**config.mk**
```make
export PLATFORM = sky130hd
export DESIGN_NAME = led_band_fc_chain_setter_flat
export DESIGN_NICKNAME = d
export VERILOG_FILES = /design/src/rtl/led_band_fc_chain_setter_if.sv /design/src/rtl/led_band_fc_chain_setter.sv /design/src/flat_wrapper.sv
export SDC_FILE = /design/constraint.sdc
export NUM_CORES = 1
export LEC_CHECK = 0
export CORE_MARGIN = 3
export CORE_UTILIZATION = 40
export CTS_BUF_LIST = sky130_fd_sc_hd__clkbuf_4 sky130_fd_sc_hd__clkbuf_8 sky130_fd_sc_hd__clkbuf_16
export DETAILED_ROUTE_END_ITERATION = 10
export GPL_ROUTABILITY_DRIVEN = 0
export PLACE_DENSITY_LB_ADDON = 0.2
export SLEW_MARGIN = 5
export SYNTH_ARGS = -nofsm -noshare
export SYNTH_HDL_FRONTEND = slang
export SYNTH_SLANG_ARGS = --single-unit
export TNS_END_PERCENT = 100
```
**constraint.sdc**
```tcl
create_clock -name clk -period 2.86 [get_ports clk]
set_input_delay 0.572 -clock clk [delete_from_list [all_inputs] [get_ports clk]]
set_output_delay 0.572 -clock clk [all_outputs]
set_load 0.01 [all_outputs]
```
**src/rtl/led_band_fc_chain_setter_if.sv**
```systemverilog
// Signal bundle between the LED driver chain / config SPI host and the FC chain setter.
// Signal names follow the driver datasheet pins so the chain wiring reads directly.
interface led_band_fc_chain_setter_if;
  logic SCLK;
  logic LAT;
  logic SOUT;
  logic en;
  logic spi_clk;
  logic spi_data;
  logic spi_cs_n;
  logic cfg_loaded;
  logic fc_done;
  logic fc_error;

  modport master (
    output SCLK, LAT, spi_clk, spi_data, spi_cs_n,
    input  SOUT, en, cfg_loaded, fc_done, fc_error
  );

  modport slave (
    input  SCLK, LAT, spi_clk, spi_data, spi_cs_n,
    output SOUT, en, cfg_loaded, fc_done, fc_error
  );
endinterface

```
**src/rtl/led_band_fc_chain_setter.sv**
```systemverilog
// Serialises the function-control (FC) words for a daisy chain of LED drivers on SOUT,
// with an SPI-loaded shadow copy that is committed only while the chain is idle.
module led_band_fc_chain_setter #(
  parameter int                  FC_WIDTH      = 48,
  parameter int                  N_DRIVERS     = 4,
  parameter int                  FCWRTEN_SCLKS = 15,
  parameter int                  WRTFC_SCLKS   = 5,
  parameter logic [FC_WIDTH-1:0] DEFAULT_FC    = 48'h5c0201008048
) (
  input  logic                        clk,
  input  logic                        rst,
  led_band_fc_chain_setter_if.slave   bus
);
  localparam int TOTAL = N_DRIVERS * FC_WIDTH;
  localparam int IW    = $clog2(TOTAL);
  localparam int CW    = $clog2(TOTAL + 2);
  localparam int LMAX  = (FCWRTEN_SCLKS > WRTFC_SCLKS) ? FCWRTEN_SCLKS : WRTFC_SCLKS;
  localparam int LW    = $clog2(LMAX + 2);

  localparam logic [IW-1:0]    IDX_TOP  = IW'(TOTAL - 1);
  localparam logic [CW-1:0]    CNT_FULL = CW'(TOTAL);
  localparam logic [CW-1:0]    CNT_SAT  = CW'(TOTAL + 1);
  localparam logic [LW-1:0]    LAT_SAT  = LW'(LMAX + 1);
  localparam logic [LW-1:0]    LAT_FCW  = LW'(FCWRTEN_SCLKS);
  localparam logic [LW-1:0]    LAT_WFC  = LW'(WRTFC_SCLKS);
  localparam logic [TOTAL-1:0] FC_RESET = {N_DRIVERS{DEFAULT_FC}};

  typedef enum logic {S_IDLE, S_SHIFT} state_t;

  function automatic logic [CW-1:0] sat_inc_bits(input logic [CW-1:0] v);
    return (v == CNT_SAT) ? v : v + CW'(1);
  endfunction

  function automatic logic [LW-1:0] sat_inc_lat(input logic [LW-1:0] v);
    return (v == LAT_SAT) ? v : v + LW'(1);
  endfunction

  state_t           r_state;
  state_t           w_state_nxt;
  logic             r_sclk_p1, r_lat_p1, r_spi_clk_p1, r_cs_n_p1;
  logic [TOTAL-1:0] r_shadow, r_active;
  logic [CW-1:0]    r_spi_cnt, r_fall_cnt;
  logic [LW-1:0]    r_lat_cnt;
  logic [IW-1:0]    r_idx;
  logic             r_exhausted, r_commit_pending;
  logic             r_cfg_loaded, r_fc_done, r_fc_error;
  logic             w_sclk_rise, w_sclk_fall, w_lat_fall, w_spi_rise, w_cs_rise, w_cs_fall;
  logic             w_fcwrten, w_wrtfc, w_restart, w_exit, w_en;
  logic             w_spi_ok, w_spi_err, w_commit;

  // Edge detection against the one-clk delayed copies
  assign w_sclk_rise = bus.SCLK & ~r_sclk_p1;
  assign w_sclk_fall = ~bus.SCLK & r_sclk_p1;
  assign w_lat_fall  = ~bus.LAT & r_lat_p1;
  assign w_spi_rise  = bus.spi_clk & ~r_spi_clk_p1;
  assign w_cs_rise   = bus.spi_cs_n & ~r_cs_n_p1;
  assign w_cs_fall   = ~bus.spi_cs_n & r_cs_n_p1;

  assign w_fcwrten = w_lat_fall && (r_lat_cnt == LAT_FCW);
  assign w_wrtfc   = w_lat_fall && (r_lat_cnt == LAT_WFC);
  assign w_spi_ok  = w_cs_rise && (r_spi_cnt == CNT_FULL);
  assign w_spi_err = w_cs_rise && (r_spi_cnt != CNT_FULL);
  assign w_en      = (r_state == S_IDLE);
  assign w_commit  = r_commit_pending && w_en;

  always_comb begin
    w_state_nxt = r_state;
    w_restart   = 1'b0;
    w_exit      = 1'b0;
    case (r_state)
      S_IDLE: begin
        if (w_fcwrten) w_state_nxt = S_SHIFT;
      end
      S_SHIFT: begin
        if (w_fcwrten) begin
          w_restart = 1'b1;
        end else if (w_wrtfc) begin
          w_state_nxt = S_IDLE;
          w_exit      = 1'b1;
        end
      end
      default: w_state_nxt = S_IDLE;
    endcase
  end

  always_ff @(posedge clk) begin
    if (rst) begin
      r_state          <= S_IDLE;
      r_sclk_p1        <= 1'b0;
      r_lat_p1         <= 1'b0;
      r_spi_clk_p1     <= 1'b0;
      r_cs_n_p1        <= 1'b1;
      r_shadow         <= FC_RESET;
      r_active         <= FC_RESET;
      r_spi_cnt        <= '0;
      r_fall_cnt       <= '0;
      r_lat_cnt        <= '0;
      r_idx            <= IDX_TOP;
      r_exhausted      <= 1'b0;
      r_commit_pending <= 1'b0;
      r_cfg_loaded     <= 1'b0;
      r_fc_done        <= 1'b0;
      r_fc_error       <= 1'b0;
    end else begin
      r_state      <= w_state_nxt;
      r_sclk_p1    <= bus.SCLK;
      r_lat_p1     <= bus.LAT;
      r_spi_clk_p1 <= bus.spi_clk;
      r_cs_n_p1    <= bus.spi_cs_n;

      if (w_cs_fall) begin
        r_spi_cnt <= '0;
      end else if (!bus.spi_cs_n && w_spi_rise) begin
        r_shadow  <= {r_shadow[TOTAL-2:0], bus.spi_data};
        r_spi_cnt <= sat_inc_bits(r_spi_cnt);
      end

      // A commit waits for a registered en=1, so it never lands mid-shift
      if (w_commit) begin
        r_active         <= r_shadow;
        r_commit_pending <= 1'b0;
      end
      if (w_spi_ok) r_commit_pending <= 1'b1;

      if (!bus.LAT)        r_lat_cnt <= '0;
      else if (w_sclk_rise) r_lat_cnt <= sat_inc_lat(r_lat_cnt);

      // SCLK edges inside a LAT window are command clocks, not data clocks
      if (r_state == S_IDLE || w_restart || w_exit) begin
        r_idx       <= IDX_TOP;
        r_exhausted <= 1'b0;
        r_fall_cnt  <= '0;
      end else if (w_sclk_fall && !bus.LAT) begin
        if (r_idx == '0) r_exhausted <= 1'b1;
        else             r_idx       <= r_idx - IW'(1);
        r_fall_cnt <= sat_inc_bits(r_fall_cnt);
      end

      r_cfg_loaded <= w_commit;
      r_fc_done    <= w_exit && (r_fall_cnt == CNT_FULL);
      r_fc_error   <= w_spi_err || w_restart || (w_exit && (r_fall_cnt != CNT_FULL));
    end
  end

  assign bus.SOUT       = r_exhausted ? 1'b0 : r_active[r_idx];
  assign bus.en         = w_en;
  assign bus.cfg_loaded = r_cfg_loaded;
  assign bus.fc_done    = r_fc_done;
  assign bus.fc_error   = r_fc_error;
endmodule

```
**src/flat_wrapper.sv**
```systemverilog
// flat-port wrapper written by rule: the top's interface ports become plain ports
module led_band_fc_chain_setter_flat 
#(
  parameter int                  FC_WIDTH      = 48,
  parameter int                  N_DRIVERS     = 4,
  parameter int                  FCWRTEN_SCLKS = 15,
  parameter int                  WRTFC_SCLKS   = 5,
  parameter logic [FC_WIDTH-1:0] DEFAULT_FC    = 48'h5c0201008048
)
  (clk, rst, bus_SCLK, bus_LAT, bus_spi_clk, bus_spi_data, bus_spi_cs_n, bus_SOUT, bus_en, bus_cfg_loaded, bus_fc_done, bus_fc_error);
  led_band_fc_chain_setter_if bus_i ();
  input  logic clk;
  input  logic rst;
  input wire logic [$bits(bus_i.SCLK)-1:0] bus_SCLK;
  input wire logic [$bits(bus_i.LAT)-1:0] bus_LAT;
  input wire logic [$bits(bus_i.spi_clk)-1:0] bus_spi_clk;
  input wire logic [$bits(bus_i.spi_data)-1:0] bus_spi_data;
  input wire logic [$bits(bus_i.spi_cs_n)-1:0] bus_spi_cs_n;
  output wire logic [$bits(bus_i.SOUT)-1:0] bus_SOUT;
  output wire logic [$bits(bus_i.en)-1:0] bus_en;
  output wire logic [$bits(bus_i.cfg_loaded)-1:0] bus_cfg_loaded;
  output wire logic [$bits(bus_i.fc_done)-1:0] bus_fc_done;
  output wire logic [$bits(bus_i.fc_error)-1:0] bus_fc_error;
  assign bus_i.SCLK = bus_SCLK;
  assign bus_i.LAT = bus_LAT;
  assign bus_i.spi_clk = bus_spi_clk;
  assign bus_i.spi_data = bus_spi_data;
  assign bus_i.spi_cs_n = bus_spi_cs_n;
  assign bus_SOUT = bus_i.SOUT;
  assign bus_en = bus_i.en;
  assign bus_cfg_loaded = bus_i.cfg_loaded;
  assign bus_fc_done = bus_i.fc_done;
  assign bus_fc_error = bus_i.fc_error;
  led_band_fc_chain_setter #(.FC_WIDTH(FC_WIDTH), .N_DRIVERS(N_DRIVERS), .FCWRTEN_SCLKS(FCWRTEN_SCLKS), .WRTFC_SCLKS(WRTFC_SCLKS), .DEFAULT_FC(DEFAULT_FC)) u_core (.clk(clk), .rst(rst), .bus(bus_i));
endmodule
```
# ---- Word level (Yosys, flattened, before mapping)
# Cells that the tools add are included.
dict set report classes {
  addsub 4
  n_lt_le_gt_ge 1
  n_eq_ne 9
  n_mux 13
  bitwise 18
  n_reduce_logical 26
}
# operator n
set op_table {}
lappend op_table {{== test 8 bit (second input constant)} 4}
lappend op_table {{adder 8 x 1 -> 8 bit (second input constant)} 2}
lappend op_table {{!= test 8 bit (second input constant)} 2}
lappend op_table {{inverter 1 bit} 12}
lappend op_table {{AND reduction 2 bit} 6}
lappend op_table {{2-to-1 mux 1 bit} 11}
lappend op_table {{logical AND 1 bit} 9}
lappend op_table {{less-than comparator 8 x 9 -> 1 bit (second input constant)} 1}
lappend op_table {{binary-select mux 1 bit (select 8 bit)} 1}
lappend op_table {{logical NOT 8 bit} 1}
lappend op_table {{subtractor 8 x 1 -> 8 bit (second input constant)} 1}
lappend op_table {{bitwise AND 1 bit} 6}
lappend op_table {{OR reduction 2 bit} 3}
lappend op_table {{adder 5 x 1 -> 5 bit (second input constant)} 1}
lappend op_table {{== test 5 x 3 -> 1 bit (second input constant)} 1}
lappend op_table {{== test 5 x 4 -> 1 bit (second input constant)} 1}
lappend op_table {{== test 5 bit (second input constant)} 1}
lappend op_table {{logical OR 1 bit} 4}
lappend op_table {{logical NOT 1 bit} 2}
lappend op_table {{case mux 1 bit (2 select lines)} 1}
lappend op_table {{nonzero test 2 bit} 1}
dict set report totals {
  regBits 423
  inputBits 7
}

# ---- Longest topological paths before layout
dict set report depth {
  ltp_word 8
  mapped_depth 12
  mapped_depth_nobuf 8
}

# ---- Worst setup path before layout
# Ideal clock, no wire load.
dict set report synth_timing {
  path_type {reg-to-reg}
  from {register u_core.r_idx[1]}
  to {register u_core.r_idx[5]}
  arrival_ns 2.495
  required_time_ns 2.736
  setup_slack_ns 0.241
  path_stages_with_launch 13
  cell_sequence {dfxtp_1 > clkbuf_2 > buf_4 > buf_2 > buf_2 > inv_1 > ha_1 > nand2b_1 > o41ai_4 > or4_1 > nor3_1 > xnor2_1 > nand2_1}
}
dict set report synth_between {
  elab_chain_len 3
  word_cells_on_any_way 4
}
# item line_no
set synth_lines {}
lappend synth_lines {{start: declaration} led_band_fc_chain_setter.sv:44} ;# logic [IW-1:0] r_idx;
lappend synth_lines {{start signal: assignment} led_band_fc_chain_setter.sv:135} ;# else r_idx <= r_idx - IW'(1);
lappend synth_lines {{parallel branches: the longest is 3 deep, another holds subtractor 8 x 1 -> 8 bit} -}
# Parallel ways; which one is timed is not known.
# A chain may end at the register's enable or synchronous reset.

# ---- Final worst setup path
dict set report layout_timing {
  from {register u_core.r_idx[0]}
  to {output bus_SOUT}
}
dict set report layout_between {
  elab_chain_len 3
}
# item line_no
set layout_lines {}
lappend layout_lines {{binary-select mux 1 bit (select 8 bit)} led_band_fc_chain_setter.sv:145} ;# assign bus.SOUT = r_exhausted ? 1'b0 : r_active[r_idx];
lappend layout_lines {{2-to-1 mux 1 bit (not written as such)} led_band_fc_chain_setter.sv:145}
lappend layout_lines {{2-to-1 mux 1 bit} led_band_fc_chain_setter.sv:145}
lappend layout_lines {{end: declaration} flat_wrapper.sv:19} ;# output wire logic [$bits(bus_i.SOUT)-1:0] bus_SOUT;
# No other way between the ends. The select of a mux whose other input is x is not followed.

==> impl_metrics.json <==
{
  "run_status": "complete, but fails checks",
  "failed_checks": "setup timing",
  "fin_skew_ns": 0.02365,
  "timing.hold.worst.start": "rst",
  "clk-insertion-delay-late_ns": 0.57,
  "rr_worst_depth": 11,
  "antenna_cells": 0,
  "initial_utilization": 0.4072,
  "layout_worst_path_cycle_share": 1.173,
  "dr.pass1.iters": 5,
  "synthFlopType": "sky130_fd_sc_hd__dfxtp_1",
  "avgRoutedWirePerCell_um": 14.92,
  "initialDrtViolationCount": 1027,
  "leakage_nw": 6.965,
  "avgSynthCellArea_um2": 8.215,
  "clkSinkCount": 423,
  "net_switching_mw": 2.508,
  "crit_chain": "mux4_2 > mux4_2 > a22oi_2 > buf_4 > nand3_2 > nand3_2 > nand4_1 > buf_2",
  "floorplan.io_pins": 12,
  "main_combinational_cell_family_by_area_after_synthesis": "simple AND/OR/NAND/NOR gates",
  "via_count": 13220,
  "arrival_ns": 2.78,
  "synth_fa_ha_area_frac": 0.008241,
  "syn_inst": 2033,
  "synthesis.nets": 2051,
  "synthesis.area_um2": 16700,
  "timing.final.setup_violations": 1,
  "hold_buffers": 0,
  "postCtsSetupBuffers": 0,
  "grt-ovfl-total": 0,
  "area_share_of_and_or_nand_nor_cells_after_synthesis": 0.2455,
  "startpoint_type": "flop",
  "global_route_wire_length_before_repair_um": 63820,
  "rsz0062_at_grt": "true",
  "cts-root-buf": "sky130_fd_sc_hd__clkbuf_16",
  "fin_util": 0.4653,
  "antenna_violating_nets_post_route": 0,
  "critical-path-slowest-cell": "sky130_fd_sc_hd__mux4_2",
  "worst_setup_slack_for_register_to_register_paths_ns": 0.34,
  "sequential_to_total_area_share_from_yosys_stat": 0.5070,
  "worst_ep_required_time_ns": 2.29,
  "area_growth_pct": 14.29,
  "share_clk_of_total_power": 0.479,
  "port_buffers": 11,
  "final.setup.worst_slack_ns": -0.4946,
  "setup.worst_path.start": "u_core.r_idx[0]",
  "yosysUniqueCellTypes": 52,
  "antenna_found_initial": 1,
  "timing.rr.start": "u_core.r_idx[0]",
  "switching_share": 0.2112,
  "tritoncts": "yes",
  "max-slew-margin-rel": 0.1784,
  "rr_endpoint": "u_core.r_idx[5]",
  "hpwl_um": 23050,
  "timing.hold.worst_endpoint": "u_core.bus.cfg_loaded",
  "share_of_the_synthesized_netlist_area_taken_by_xor_and_xnor_gates": 0.01154,
  "most-common-layout-cells": "sky130_fd_sc_hd__nand2_1 (797), sky130_fd_sc_hd__dfxtp_1 (421), sky130_fd_sc_hd__a21oi_1 (321)",
  "design.die.area_um2": 44240,
  "ir_worst_vdd_v": 0.0003485,
  "synthesis_stage_register_bit_count": 423,
  "filler_cell_count": 4003,
  "post_route_drc_violation_count": 0,
  "pin_count_of_the_biggest_net_entering_global_routing": 193,
  "synth-compound-area-share": 0.1160,
  "cts_made_buffers": 46,
  "layout.cells.most_common": "sky130_fd_sc_hd__nand2_1",
  "synth.mux.area_fraction": 0.07192,
  "vias_in_the_first_global_route": 12450,
  "totalWireLength_um": 38280,
  "timing_hold_violations_final": 0,
  "via_per_instance_ratio": 5.154,
  "timing_worst_slew_pin_value_ns": 1.232,
  "power_per_cell_area_nw_per_um2": 622.2,
  "clkTransAtPathRegs_ns": 0.06,
  "clock.fmax_mhz": 298.1,
  "core.rowCount": 74,
  "hp-class": "primary input to flop",
  "finalNetCount": 2024,
  "timing.critical_path.fanout_max": 6,
  "finalMaxSlewViolations": 0,
  "power_frac_comb": 0.020,
  "fp.dieW_um": 210.3,
  "h-tree-depth": 2,
  "floorplan.die.height_um": 210.3,
  "p_total_mw": 11.88,
  "async_reset_ff_frac": 0,
  "worstHoldPathCells": 2,
  "proportion_of_layout_cells_with_a_drive_suffix_above_1": 0.09489,
  "power_report.internal_total_mw": 9.368,
  "core_region_area_um2": 41020,
  "min_period_ns": 3.355,
  "yosysWarnings": 0,
  "share_seq_of_total_power": 0.501,
  "layout.area.seq_um2": 8476,
  "synth_edf_count": 0,
  "gr-usage-all-layers": 0.1723,
  "multi_input_area_um2": 7609,
  "crit_path_max_incr_delay_ns": 0.52,
  "worst_setup_path_class": "flop to output pin",
  "endpoint_kind": "output pin",
  "clock_tree.buffer_depth": 3,
  "max_cap_viol_count": 0
}
## power groups by stage
stage	Combinational, mW	Sequential [mW]	Clock (mW)
after floorplan	0.170	6.07	0
after global placement	0.238	6.08	0
after detailed placement	0.241	6.08	0
after CTS	0.242	5.95	5.82
after global routing	0.266	5.95	6.07
final	0.240	5.95	5.68
## timing repair
action,CTS,global route
pin swaps,4,2
setup endpoints to repair,1,1
resized for setup,18,4
endpoints found under the hold margin,0,0
## synthesized netlist by cell type (2+ instances only)
master / number / area share
sky130_fd_sc_hd__a22oi_1: 11 / 0.0049
sky130_fd_sc_hd__buf_4: 3 / 0.0013
sky130_fd_sc_hd__xor2_1: 11 / 0.0058
sky130_fd_sc_hd__nand3b_1: 73 / 0.033
sky130_fd_sc_hd__ha_1: 11 / 0.0082
sky130_fd_sc_hd__nor3_1: 4 / 0.0012
sky130_fd_sc_hd__and3_1: 6 / 0.0022
sky130_fd_sc_hd__mux2i_1: 33 / 0.020
sky130_fd_sc_hd__or2_2: 2 / 0.00075
sky130_fd_sc_hd__o211ai_1: 2 / 0.00090
sky130_fd_sc_hd__buf_6: 2 / 0.0013
sky130_fd_sc_hd__a21oi_1: 322 / 0.096
sky130_fd_sc_hd__or3_1: 4 / 0.0015
sky130_fd_sc_hd__o21ai_0: 8 / 0.0024
sky130_fd_sc_hd__xnor2_1: 11 / 0.0058
sky130_fd_sc_hd__mux4_1: 10 / 0.016
sky130_fd_sc_hd__nand4b_1: 3 / 0.0016
sky130_fd_sc_hd__nor2_1: 37 / 0.0083
sky130_fd_sc_hd__dfxtp_1: 423 / 0.51
sky130_fd_sc_hd__o2111ai_1: 3 / 0.0016
sky130_fd_sc_hd__nand2_1: 798 / 0.18
sky130_fd_sc_hd__mux2_2: 10 / 0.0067
sky130_fd_sc_hd__nor2b_1: 11 / 0.0041
sky130_fd_sc_hd__a221oi_1: 2 / 0.0010
sky130_fd_sc_hd__clkbuf_1: 136 / 0.031
sky130_fd_sc_hd__nand2b_1: 2 / 0.00075
sky130_fd_sc_hd__nor4_1: 2 / 0.00075
sky130_fd_sc_hd__nand4_1: 10 / 0.0037
sky130_fd_sc_hd__nand3_1: 8 / 0.0024
sky130_fd_sc_hd__a211oi_1: 5 / 0.0022
sky130_fd_sc_hd__nor4b_1: 4 / 0.0021
sky130_fd_sc_hd__buf_2: 7 / 0.0021
sky130_fd_sc_hd__inv_1: 17 / 0.0038
sky130_fd_sc_hd__mux4_2: 22 / 0.030
sky130_fd_sc_hd__and2_1: 3 / 0.0011
## final cells by class
cell class,instances,area share
multi-input cells,1443,0.3986
clock inverters,6,0.001967
well taps,532,0.03487
repair buffers,75,0.04353
clock buffers,70,0.07362
inverters,17,0.003343
flip-flops and latches,423,0.4441
## cells by family after synthesis
group / Yosys count
XOR/XNOR: 22
flip-flops: 423
buffers and inverters: 167
adder cells (fa/ha/maj): 11
AO/OA/AOI/OAI: 363
multiplexers: 75
AND/OR/NAND/NOR: 972
## worst max path at each step
stage                            endpoint  cells past startpoint  slack [ns]
after floorplan           u_core.r_idx[5]                     12        0.24
after global placement           bus_SOUT                      8       -0.47
after detailed placement         bus_SOUT                      9       -0.48
after CTS                        bus_SOUT                      8       -0.59
after global routing             bus_SOUT                      8       -0.62
final                            bus_SOUT                      8       -0.49
## registers in the layout, indices dropped and copies added, names as in the netlist, 5 cells and up
name / cells
u_core.r_idx: 8
u_core.r_shadow: 192
u_core.r_lat_cnt: 5
u_core.r_fall_cnt: 8
u_core.r_active: 192
u_core.r_spi_cnt: 8
## layer usage
metal  wire length (um)  up-vias  GRT usage
met3               1299       51    0.02932
met1              18810     6360     0.2456
li1                   -     6642          -
met5                  0        -          0
met2              17460      171     0.2741
met4                711        0    0.04232
## critical path: cells and delay by family, from the launching register on
family / cells / cell delay [ns]
AO/OA/AOI/OAI: 1 / 0.17
buffers and inverters: 2 / 0.34
AND/OR/NAND/NOR: 3 / 0.26
multiplexers: 2 / 1.03
flip-flops: 1 / 0.42
## stage by stage
step	worst slack (ns)	TNS, ns	area, um^2	hold WS, ns	cells
floorplan	0.2412	0	16700	0.4315	2033
global placement	-0.4661	-0.4661	17610	0.4410	2490
detailed placement	-0.4758	-0.4758	17610	0.4421	2490
CTS	-0.5874	-0.5874	19070	0.3756	2566
global route	-0.6240	-0.6240	19090	0.3976	2566
finish	-0.4946	-0.4946	19090	0.3880	2566
No activity file was read; power rests on OpenSTA's default activity.
==> RTL edit (same flow settings) <==
`N_DRIVERS` is set to 4 in 2 places; all go to 2.
--- a/src/rtl/led_band_fc_chain_setter.sv
+++ b/src/rtl/led_band_fc_chain_setter.sv
@@ -4,3 +4,3 @@
   parameter int                  FC_WIDTH      = 48,
-  parameter int                  N_DRIVERS     = 4,
+  parameter int                  N_DRIVERS     = 2,
   parameter int                  FCWRTEN_SCLKS = 15,
--- a/src/flat_wrapper.sv
+++ b/src/flat_wrapper.sv
@@ -4,3 +4,3 @@
   parameter int                  FC_WIDTH      = 48,
-  parameter int                  N_DRIVERS     = 4,
+  parameter int                  N_DRIVERS     = 2,
   parameter int                  FCWRTEN_SCLKS = 15,
Behaviour: same outputs for any inputs over 4 cycles, from zero or initial values and one cycle with rst high; that may be too few to reach the edited logic, so the function may still have changed.
==> RTL edit against the unedited design <==
Critical path type unchanged. Setup slack better by 0.43 ns. Critical path depth down 1. Sequential cell count fell by 195. Synthesized area down 45%. Largest power group unchanged. Die area is 44% lower. Wire length decreased by 49%. Count of clock-buffer cells in the layout shrank 32. Design area decreased by 45%. Synthesized cell count is 46% lower. The run still ends with setup timing left. Power down 45%. Non-clock buffer count fell by 33. First-iteration DRC count is 57% lower. Sequential share of layout area shrank 1.0 points.
==> RTL edit: results (changes against the unedited design) <==
| Metric | Value |
|---|---|
| Wire per inst | 14.13 µm (-5.3%) |
| Total CTS buffers | 25 (-46%) |
| Grt met1 use | 0.2236 (-0.02198) |
| TNS Setup | -0.06901 ns (+0.4256 ns) |
| Met3 routed WL | 561 µm (-57%) |
| Gr usage total | 0.1582 (-0.01410) |
| Status | complete, but fails checks |
| Max VDD drop | 0.3779 mV (+8.4%) |
| Final wirelength | 19500 µm (-49%) |
| Synth top cells by count | 400 x nand2_1, 228 x dfxtp_1, 160 x a21oi_1 |
| Met2 WL | 8627 µm (-51%) |
| Reg2reg path depth | 9 (-2) |
| Met2 usage | 0.2516 (-0.02245) |
| DRT met1 WL | 9857 µm (-48%) |
| Sequential area share after synthesis | 0.4991 (-0.007932) |
| GR Util met3 | 0.02557 (-0.003749) |
| Syn Area/Cell | 8.405 µm² (+2.3%) |
| Crit path from | u_core.r_idx[2]$_SDFFE_PP1P_ |
| Min setup slack post-route | -0.06901 ns (+0.4256 ns) |
| Flop2flop setup slack | 0.56 ns (+0.22 ns) |
| DP Worst Slack | -0.1631 ns (+0.3127 ns) |
| Vias per cell | 5.047 (-2.1%) |
| Sw Share | 0.2061 (-0.005105) |
| Reg2reg end | u_core.r_idx[5]$_SDFFE_PP0P_ |
| Arrival @ worst endpoint | 2.36 ns (-0.42 ns) |
| # H-tree levels | 1 (-1) |
| Hold Worst Slack | 0.4138 ns (+0.02588 ns) |
| Crit-path max FO | 11 (+5) |
| Area contributors post-synth | dfxtp_1 50%, nand2_1 16%, a21oi_1 8.8% |
| Comb power | 0.136 mW (-43%) |
| Fill count | 2183 (-45%) |
| Clock power share | 0.490 (+0.011) |
| WHS Endpoint | u_core.bus.fc_error$_SDFF_PP0_ |
| Count of cell types in the netlist | 56 (+7.7%) |
| Worst-Margin Slew | 0.5433 ns (-0.6892 ns) |
| Initial antenna violation count | 0 (-1) |
| Skew final | 0.008753 ns (-0.01490 ns) |
| Slowest-stage cell, CP | a221o_2 |
| Failing checks | setup timing |
| Pin count of the biggest net entering global routing | 111 (-42%) |
| Placed cell areas | 9589 µm² (-46%) |
| Final HPWL DP | 11740 µm (-49%) |
| Slowest stage delay, CP | 0.40 ns (-0.12 ns) |
| Net Sw Power | 1.351 mW (-46%) |
| Ant. Diodes | 0 (unchanged) |
| CP top delay family | compound AO/OA/AOI/OAI gates |
| Leak | 3.837 nW (-45%) |
| Vias in the first global route | 6506 (-48%) |
| Setup violators final | 1 (unchanged) |
[RTL edit: changes by cell type after synthesis, moves of 20 or more]
cell      change
nand2_1     -398
dfxtp_1     -195
a21oi_1     -162
clkbuf_1     -80
nand3b_1     -36
mux2i_1      -20
[RTL edit: repair_timing]
action / CTS / global route
endpoints found under the setup margin: 1 / 1
cloned: 0 / 0
setup buffers: 3 / 2
pin swaps: 4 / 4
resized for setup: 20 / 7
[RTL edit: area by class of cell]
cell class,count,area share
sequential,228,0.4338
multi-input combinational,771,0.4038
clock buffer,38,0.07395
timing repair buffer,42,0.04344
tap,280,0.03323
clock inverter,7,0.006409
inverter,14,0.005341
[RTL edit: cells by family after synthesis]
kind of cell               count (synthesis)  synth area share
buffers and inverters                     89           0.04159
and+or+nand+nor                          519            0.2463
AOI/OAI and AO/OA                        185            0.1085
xor gates and xnor gates                  19           0.01820
adders and majority gates                 11           0.01505
DFF                                      228            0.4991
muxes                                     37           0.07128
